[config.mk]
export PLATFORM = sky130hd
export DESIGN_NAME = uart_xmit_flat
export DESIGN_NICKNAME = d
export VERILOG_FILES = /design/src/rtl/uart_xmit_if.sv /design/src/rtl/uart_xmit.sv /design/src/flat_wrapper.sv
export SDC_FILE = /design/constraint.sdc
export NUM_CORES = 1
export LEC_CHECK = 0
export BUFFER_PORTS_ARGS = -buffer_cell sky130_fd_sc_hd__buf_2
export CORE_MARGIN = 8
export CORE_UTILIZATION = 30
export DETAILED_ROUTE_END_ITERATION = 6
export GPL_TIMING_DRIVEN = 1
export PLACE_DENSITY = 0.55
export SYNTH_ARGS = -nofsm -noshare
export SYNTH_HDL_FRONTEND = slang
export SYNTH_SLANG_ARGS = --single-unit
[constraint.sdc]
create_clock -name clk -period 2.2 [get_ports clk]
set_input_delay 0.44 -clock clk [delete_from_list [all_inputs] [get_ports clk]]
set_output_delay 0.44 -clock clk [all_outputs]
set_load 0.02 [all_outputs]
[src/rtl/uart_xmit_if.sv]
// Strobe-side handshake and serial-line signals of the 8N1 UART transmitter.
// The controller drives the request and clear strobes; the transmitter drives the line and the flags.
interface uart_xmit_if;
  logic       trmt;
  logic [7:0] tx_data;
  logic       tx_done_clr;
  logic       TX;
  logic       tx_busy;
  logic       tx_done;

  modport master (
    output trmt, tx_data, tx_done_clr,
    input  TX, tx_busy, tx_done
  );

  modport slave (
    input  trmt, tx_data, tx_done_clr,
    output TX, tx_busy, tx_done
  );
endinterface

[src/rtl/uart_xmit.sv]
// 8N1 UART transmitter: start bit, 8 data bits LSB first, stop bit, BAUD_DIV clocks per bit.
// TX comes straight from a flop so the line never glitches; tx_done is a sticky completion flag.
module uart_xmit #(
  parameter int BAUD_DIV = 2604
) (
  input logic        clk,
  input logic        rst_n,
  uart_xmit_if.slave bus
);

  typedef enum logic {IDLE, TRANSMIT} state_t;

  localparam logic [11:0] BAUD_LAST = 12'(BAUD_DIV - 1);

  state_t      state, state_nxt;
  logic [9:0]  sr, sr_nxt;
  logic [11:0] baud_cnt, baud_nxt;
  logic [3:0]  bit_cnt, bit_nxt;
  logic        done, done_nxt;
  logic        baud_tick;
  logic        accept;
  logic        frame_end;

  always_ff @(posedge clk or negedge rst_n) begin
    if (!rst_n) begin
      state    <= IDLE;
      sr       <= 10'h3FF;
      baud_cnt <= '0;
      bit_cnt  <= '0;
      done     <= 1'b0;
    end else begin
      state    <= state_nxt;
      sr       <= sr_nxt;
      baud_cnt <= baud_nxt;
      bit_cnt  <= bit_nxt;
      done     <= done_nxt;
    end
  end

  always_comb begin
    state_nxt = state;
    sr_nxt    = sr;
    baud_nxt  = baud_cnt;
    bit_nxt   = bit_cnt;
    accept    = 1'b0;
    frame_end = 1'b0;
    baud_tick = (baud_cnt == BAUD_LAST);

    case (state)
      IDLE: begin
        if (bus.trmt) begin
          accept    = 1'b1;
          sr_nxt    = {1'b1, bus.tx_data, 1'b0};
          baud_nxt  = '0;
          bit_nxt   = '0;
          state_nxt = TRANSMIT;
        end
      end
      TRANSMIT: begin
        if (baud_tick) begin
          baud_nxt = '0;
          sr_nxt   = {1'b1, sr[9:1]};
          bit_nxt  = bit_cnt + 4'd1;
          // Tenth shift has just pushed the stop bit out: line is back to idle-high.
          if (bit_cnt == 4'd9) begin
            frame_end = 1'b1;
            state_nxt = IDLE;
          end
        end else begin
          baud_nxt = baud_cnt + 12'd1;
        end
      end
      default: state_nxt = IDLE;
    endcase

    // Clear and acceptance both win over the end-of-frame set.
    if (bus.tx_done_clr)
      done_nxt = 1'b0;
    else if (accept)
      done_nxt = 1'b0;
    else if (frame_end)
      done_nxt = 1'b1;
    else
      done_nxt = done;
  end

  assign bus.TX      = sr[0];
  assign bus.tx_busy = (state == TRANSMIT);
  assign bus.tx_done = done;

endmodule

[src/flat_wrapper.sv]
// flat-port wrapper written by rule: the top's interface ports become plain ports
module uart_xmit_flat 
#(
  parameter int BAUD_DIV = 2604
)
  (clk, rst_n, bus_trmt, bus_tx_data, bus_tx_done_clr, bus_TX, bus_tx_busy, bus_tx_done);
  uart_xmit_if bus_i ();
  input logic clk;
  input logic rst_n;
  input wire logic [$bits(bus_i.trmt)-1:0] bus_trmt;
  input wire logic [$bits(bus_i.tx_data)-1:0] bus_tx_data;
  input wire logic [$bits(bus_i.tx_done_clr)-1:0] bus_tx_done_clr;
  output wire logic [$bits(bus_i.TX)-1:0] bus_TX;
  output wire logic [$bits(bus_i.tx_busy)-1:0] bus_tx_busy;
  output wire logic [$bits(bus_i.tx_done)-1:0] bus_tx_done;
  assign bus_i.trmt = bus_trmt;
  assign bus_i.tx_data = bus_tx_data;
  assign bus_i.tx_done_clr = bus_tx_done_clr;
  assign bus_TX = bus_i.TX;
  assign bus_tx_busy = bus_i.tx_busy;
  assign bus_tx_done = bus_i.tx_done;
  uart_xmit #(.BAUD_DIV(BAUD_DIV)) u_core (.clk(clk), .rst_n(rst_n), .bus(bus_i));
endmodule
## Word level (Yosys, flattened, before mapping)

Index checks and enable logic that the tools add are counted.

- Register bits after elaboration: 28
- Input port bits: 12
- Output and inout bits: 3
- Logic and storage cells: 34

- Add/sub/neg operators: 2
- Equal/unequal tests: 4
- Multiplexer cells: 20
- Bitwise operators: 1
- Reductions and logical operators: 2

Operators by type and width:

| operator | number |
|---|---|
| $mux 12 | 2 |
| $pmux 12 s2 | 1 |
| $mux 10 | 2 |
| $pmux 10 s2 | 1 |
| $add 12x1->12 const B | 1 |
| $eq 12x12->1 const B | 1 |
| $mux 1 | 10 |
| $mux 4 | 2 |
| $pmux 4 s2 | 1 |
| $add 4x1->4 const B | 1 |
| $eq 4x4->1 const B | 1 |
| $ne 2x2->1 const B | 2 |
| $reduce_bool 3->1 | 1 |
| $pmux 1 s2 | 1 |
| $reduce_and 2->1 | 1 |
| $not 1->1 | 1 |

## Depth between registers and ports, before layout

- Word-level depth: 7
- Depth in mapped cells: 6

## Worst setup path after synthesis

Ideal clock, no wire load.

- Path type: flip-flop to flip-flop
- From: register u_core.baud_cnt[0]
- To: register u_core.sr[1]
- Setup time: 81 ps
- Arrival time: 1549 ps
- Data required time: 2119 ps
- Setup slack: 570 ps
- Stages on the path, launching flop included: 7
- Period minus slack after synthesis: 1630 ps
- Cells stage by stage: dfrtp_1 > ha_1 > and4bb_2 > nand4b_4 > or2_0 > buf_2 > o221a_1

- Longest elaborated chain between the ends: 3

RTL lines:

| item | line | RTL |
|---|---|---|
| from (decl) | uart_xmit.sv:17 | `logic [11:0] baud_cnt, baud_nxt;` |
| from (signal assigned) | uart_xmit.sv:34 | `baud_cnt <= baud_nxt;` |
| $eq 12x12->1 | uart_xmit.sv:47 | `baud_tick = (baud_cnt == BAUD_LAST);` |
| $ne 2x2->1 (no source line) | n/a |  |
| $reduce_and 2->1 (no source line) | n/a |  |
| to (signal assigned) | uart_xmit.sv:33 | `sr <= sr_nxt;` |
| to (decl) | uart_xmit.sv:16 | `logic [9:0] sr, sr_nxt;` |

Every way passes these cells.
A chain may end at the register's enable or synchronous reset.

## Final worst setup path

- From: register u_core.baud_cnt[0]
- To: register u_core.sr[6]

Same word-level chain as after synthesis.

==> results by group <==
Route
  • Routed WL per cell: 14.34 um
  • Vias per inst: 5.131
  • Antenna-violating nets left: 0
  • Total wire length: 3.285 mm
  • Vias: ~1200
  • Starting DRT DRC Count: 53
  • DRC Markers: 0
  • DR pass1 iterations: 4

Setup path
  • Cells on worst reg2reg path: 5
  • Crit-path leading delay family: simple AND/OR/NAND/NOR gates
  • Crit-path cells: ha_1 > and4bb_2 > nand4b_4 > or2_0 > o221a_1
  • CP Class: reg2reg
  • Crit path buf inv count: 0
  • Crit-path max cell delay: 390 ps
  • RR Endpoint: u_core.sr[6]
  • Critical path required time: 2410 ps
  • Crit end category: register
  • Worst reg2reg path startpoint: u_core.baud_cnt[0]
  • Startpoint Class: register
  • Slowest stage cell, crit path: dfrtp_1
  • Critical Path AT: 2050 ps
  • CP max FO: 7
  • Reg2Reg Setup Slack: between 300 and 400 ps

Min path
  • Hold crit path type: in2async

Synth
  • FFs w/ async S/R, synth: 1.000
  • Ys Warns: 0
  • Synth cell types: 44
  • Post-synthesis register bit count: 27
  • EDFF count, synth: 0
  • Mean Syn Cell Area: around 9.9 um2
  • Top FF cell, synth: dfrtp_1
  • Cell count after synthesis: 147
  • Syn_nets: 162
  • Mapped Area: between 1000 and 1500 um2
  • Post-synthesis sequential area ratio: 0.4700

CTS
  • Clock sinks: 27
  • CTS tree: yes
  • Skew-Pair Late Insertion Delay: 280 ps
  • Root Buffer: clkbuf_8
  • Postcts setup bufs: 0
  • Worst-path clk slew: ~100 ps
  • # hold bufs at CTS: 0
  • Number of CTS-inserted buffers: 3
  • CTS max path bufs: 2
  • Post-CTS Resized: 0
  • H-tree levels: 1

Finish
  • Ant. Diodes: 0
  • Commonest non-fill, non-tap cell in the layout: nand2_1
  • NumNets Final: about 180
  • Share of cells above drive strength 1: 0.2160
  • Design Area, Final: 1658 um2
  • Commonest non-fill, non-tap cells in the layout: 22 x nand2_1, 18 x dfrtp_1, 14 x buf_2
  • Area Overhead vs Synth: 13.44%

Global route
  • Global-route wire length before repair: between 5 and 6 mm
  • Total track usage: 0.09311
  • Gr ovfl total: 0
  • Largest net degree at the start of global routing: 28
  • Initial antenna violation count: 0
  • Number of global-route vias before repair: approximately 1100

STA
  • Fin Setup TNS: 0 ps
  • Fmax: 544.2 MHz
  • Final Max Slew Viols: 0
  • Final hold vios: 0
  • Worst-Margin Slew: roughly 630 ps
  • Setup-failing EPs final: 0
  • Final WS setup: roughly 360 ps
  • Final Skew: roughly 4.7 ps
  • RSZ-0062 raised after global routing: false
  • Rel. slew slack: 0.5801
  • Tmin final: between 1500 and 2000 ps
  • Final period utilization: 0.8352

Placed design
  • Setup WS pre-CTS: roughly 360 ps
  • GP Congestion: 0.8056
  • Area after DPL: 1609 um2
  • Dpl hpwl: 2.375 mm
  • # port buffers: 14

Floorplanning
  • Die span in y: about 86 um
  • Top-Level Pins: 15
  • Core ar.: roughly 4700 um2
  • Die Wd: ~86 um
  • Initial core utilization: 0.3094
  • Core Rows: 25
  • Die area: ~7400 um2

Pwr
  • P_leak: between 0.7 and 0.8 nW
  • VDD IR max: 0.3284 mV
  • Power per Cell Area: approximately 860 nW/um2
  • Total power: 1.419 mW

Job
  • Number of max-cap violations: 0

Run status
  • Outcome: finished clean
## through the flow
stage,util,cells,hold WS (ps)
after floorplan,-,147,144.4
final,0.3510,229,156.7
after CTS,0.3510,229,176.5
after detailed placement,0.3407,225,483.5
after global placement,0.3407,225,468.9
after global routing,0.3510,229,187.0
## cells in the mapped netlist, types with 2 or more instances
| master | count | area, um2 |
|---|---|---|
| inv_1 | 4 | 15.01 |
| nand2b_1 | 8 | 50.05 |
| nand4_1 | 4 | 25.02 |
| clkbuf_1 | 3 | 11.26 |
| ha_1 | 3 | 37.54 |
| buf_2 | 2 | 10.01 |
| o221a_1 | 7 | 78.83 |
| nor2_1 | 10 | 37.54 |
| or3_1 | 4 | 25.02 |
| dfrtp_1 | 18 | 450.4 |
| nand3_1 | 13 | 65.06 |
| o21ai_0 | 6 | 30.03 |
| mux2i_1 | 3 | 30.03 |
| nand2_1 | 22 | 82.58 |
| dfstp_2 | 9 | 236.5 |
| and3_1 | 3 | 18.77 |
## routing by layer
metal,global-route usage,vias to the layer above,wire length [um],part of all wire
met5,0,-,0,0
met4,0.02389,0,17,0.0052
met3,0.03152,2,173,0.053
met2,0.1509,21,1601,0.49
met1,0.1148,583,1493,0.45
li1,-,569,-,-
## worst reg2reg max path, stage by stage, from the launching register on
cell	delay, ps
dfrtp_1	390
ha_1	260
and4bb_2	290
nand4b_4	150
or2_0	370
o221a_1	310
## cells by family after synthesis
group / count (synthesis) / share of synthesized area
AOI/OAI and AO/OA: 24 / 0.1336
muxes: 3 / 0.02055
buffers and inverters: 9 / 0.02483
adders and majority gates: 3 / 0.02569
xor gates and xnor gates: 1 / 0.005994
DFF: 27 / 0.4700
and+or+nand+nor: 80 / 0.3194
## power breakdown
group	internal (mW)	switching [mW]
Clock	0.129	0.166
Combinational	0.171	0.140
Sequential	0.647	0.166
Total	0.947	0.472
## area by class of cell
cell class / count / area, um2
Clock buffer: 3 / 41.29
Clock inverter: 1 / 7.507
Fill cell: 489 / 3065
Inverter: 4 / 15.01
Multi-Input combinational cell: 111 / 738.2
Sequential cell: 27 / 686.9
Tap cell: 67 / 83.83
Timing Repair Buffer: 16 / 85.08
## worst max-delay path by stage
stage,slack [ps],from,cells past startpoint,end
floorplan,570,u_core.baud_cnt[0],6,u_core.sr[1]
global placement,470,u_core.baud_cnt[0],5,u_core.sr[7]
detailed placement,360,u_core.baud_cnt[0],5,u_core.sr[6]
CTS,350,u_core.baud_cnt[0],5,u_core.sr[6]
global route,200,u_core.baud_cnt[0],5,u_core.sr[6]
finish,360,u_core.baud_cnt[0],5,u_core.sr[6]
## registers in the layout (all words and copies together) (netlist names)
register            cells
u_core.bus.tx_done      1
u_core.bit_cnt          4
u_core.bus.tx_busy      1
u_core.sr               9
u_core.baud_cnt        12
(Power assumes the default switching activity.)
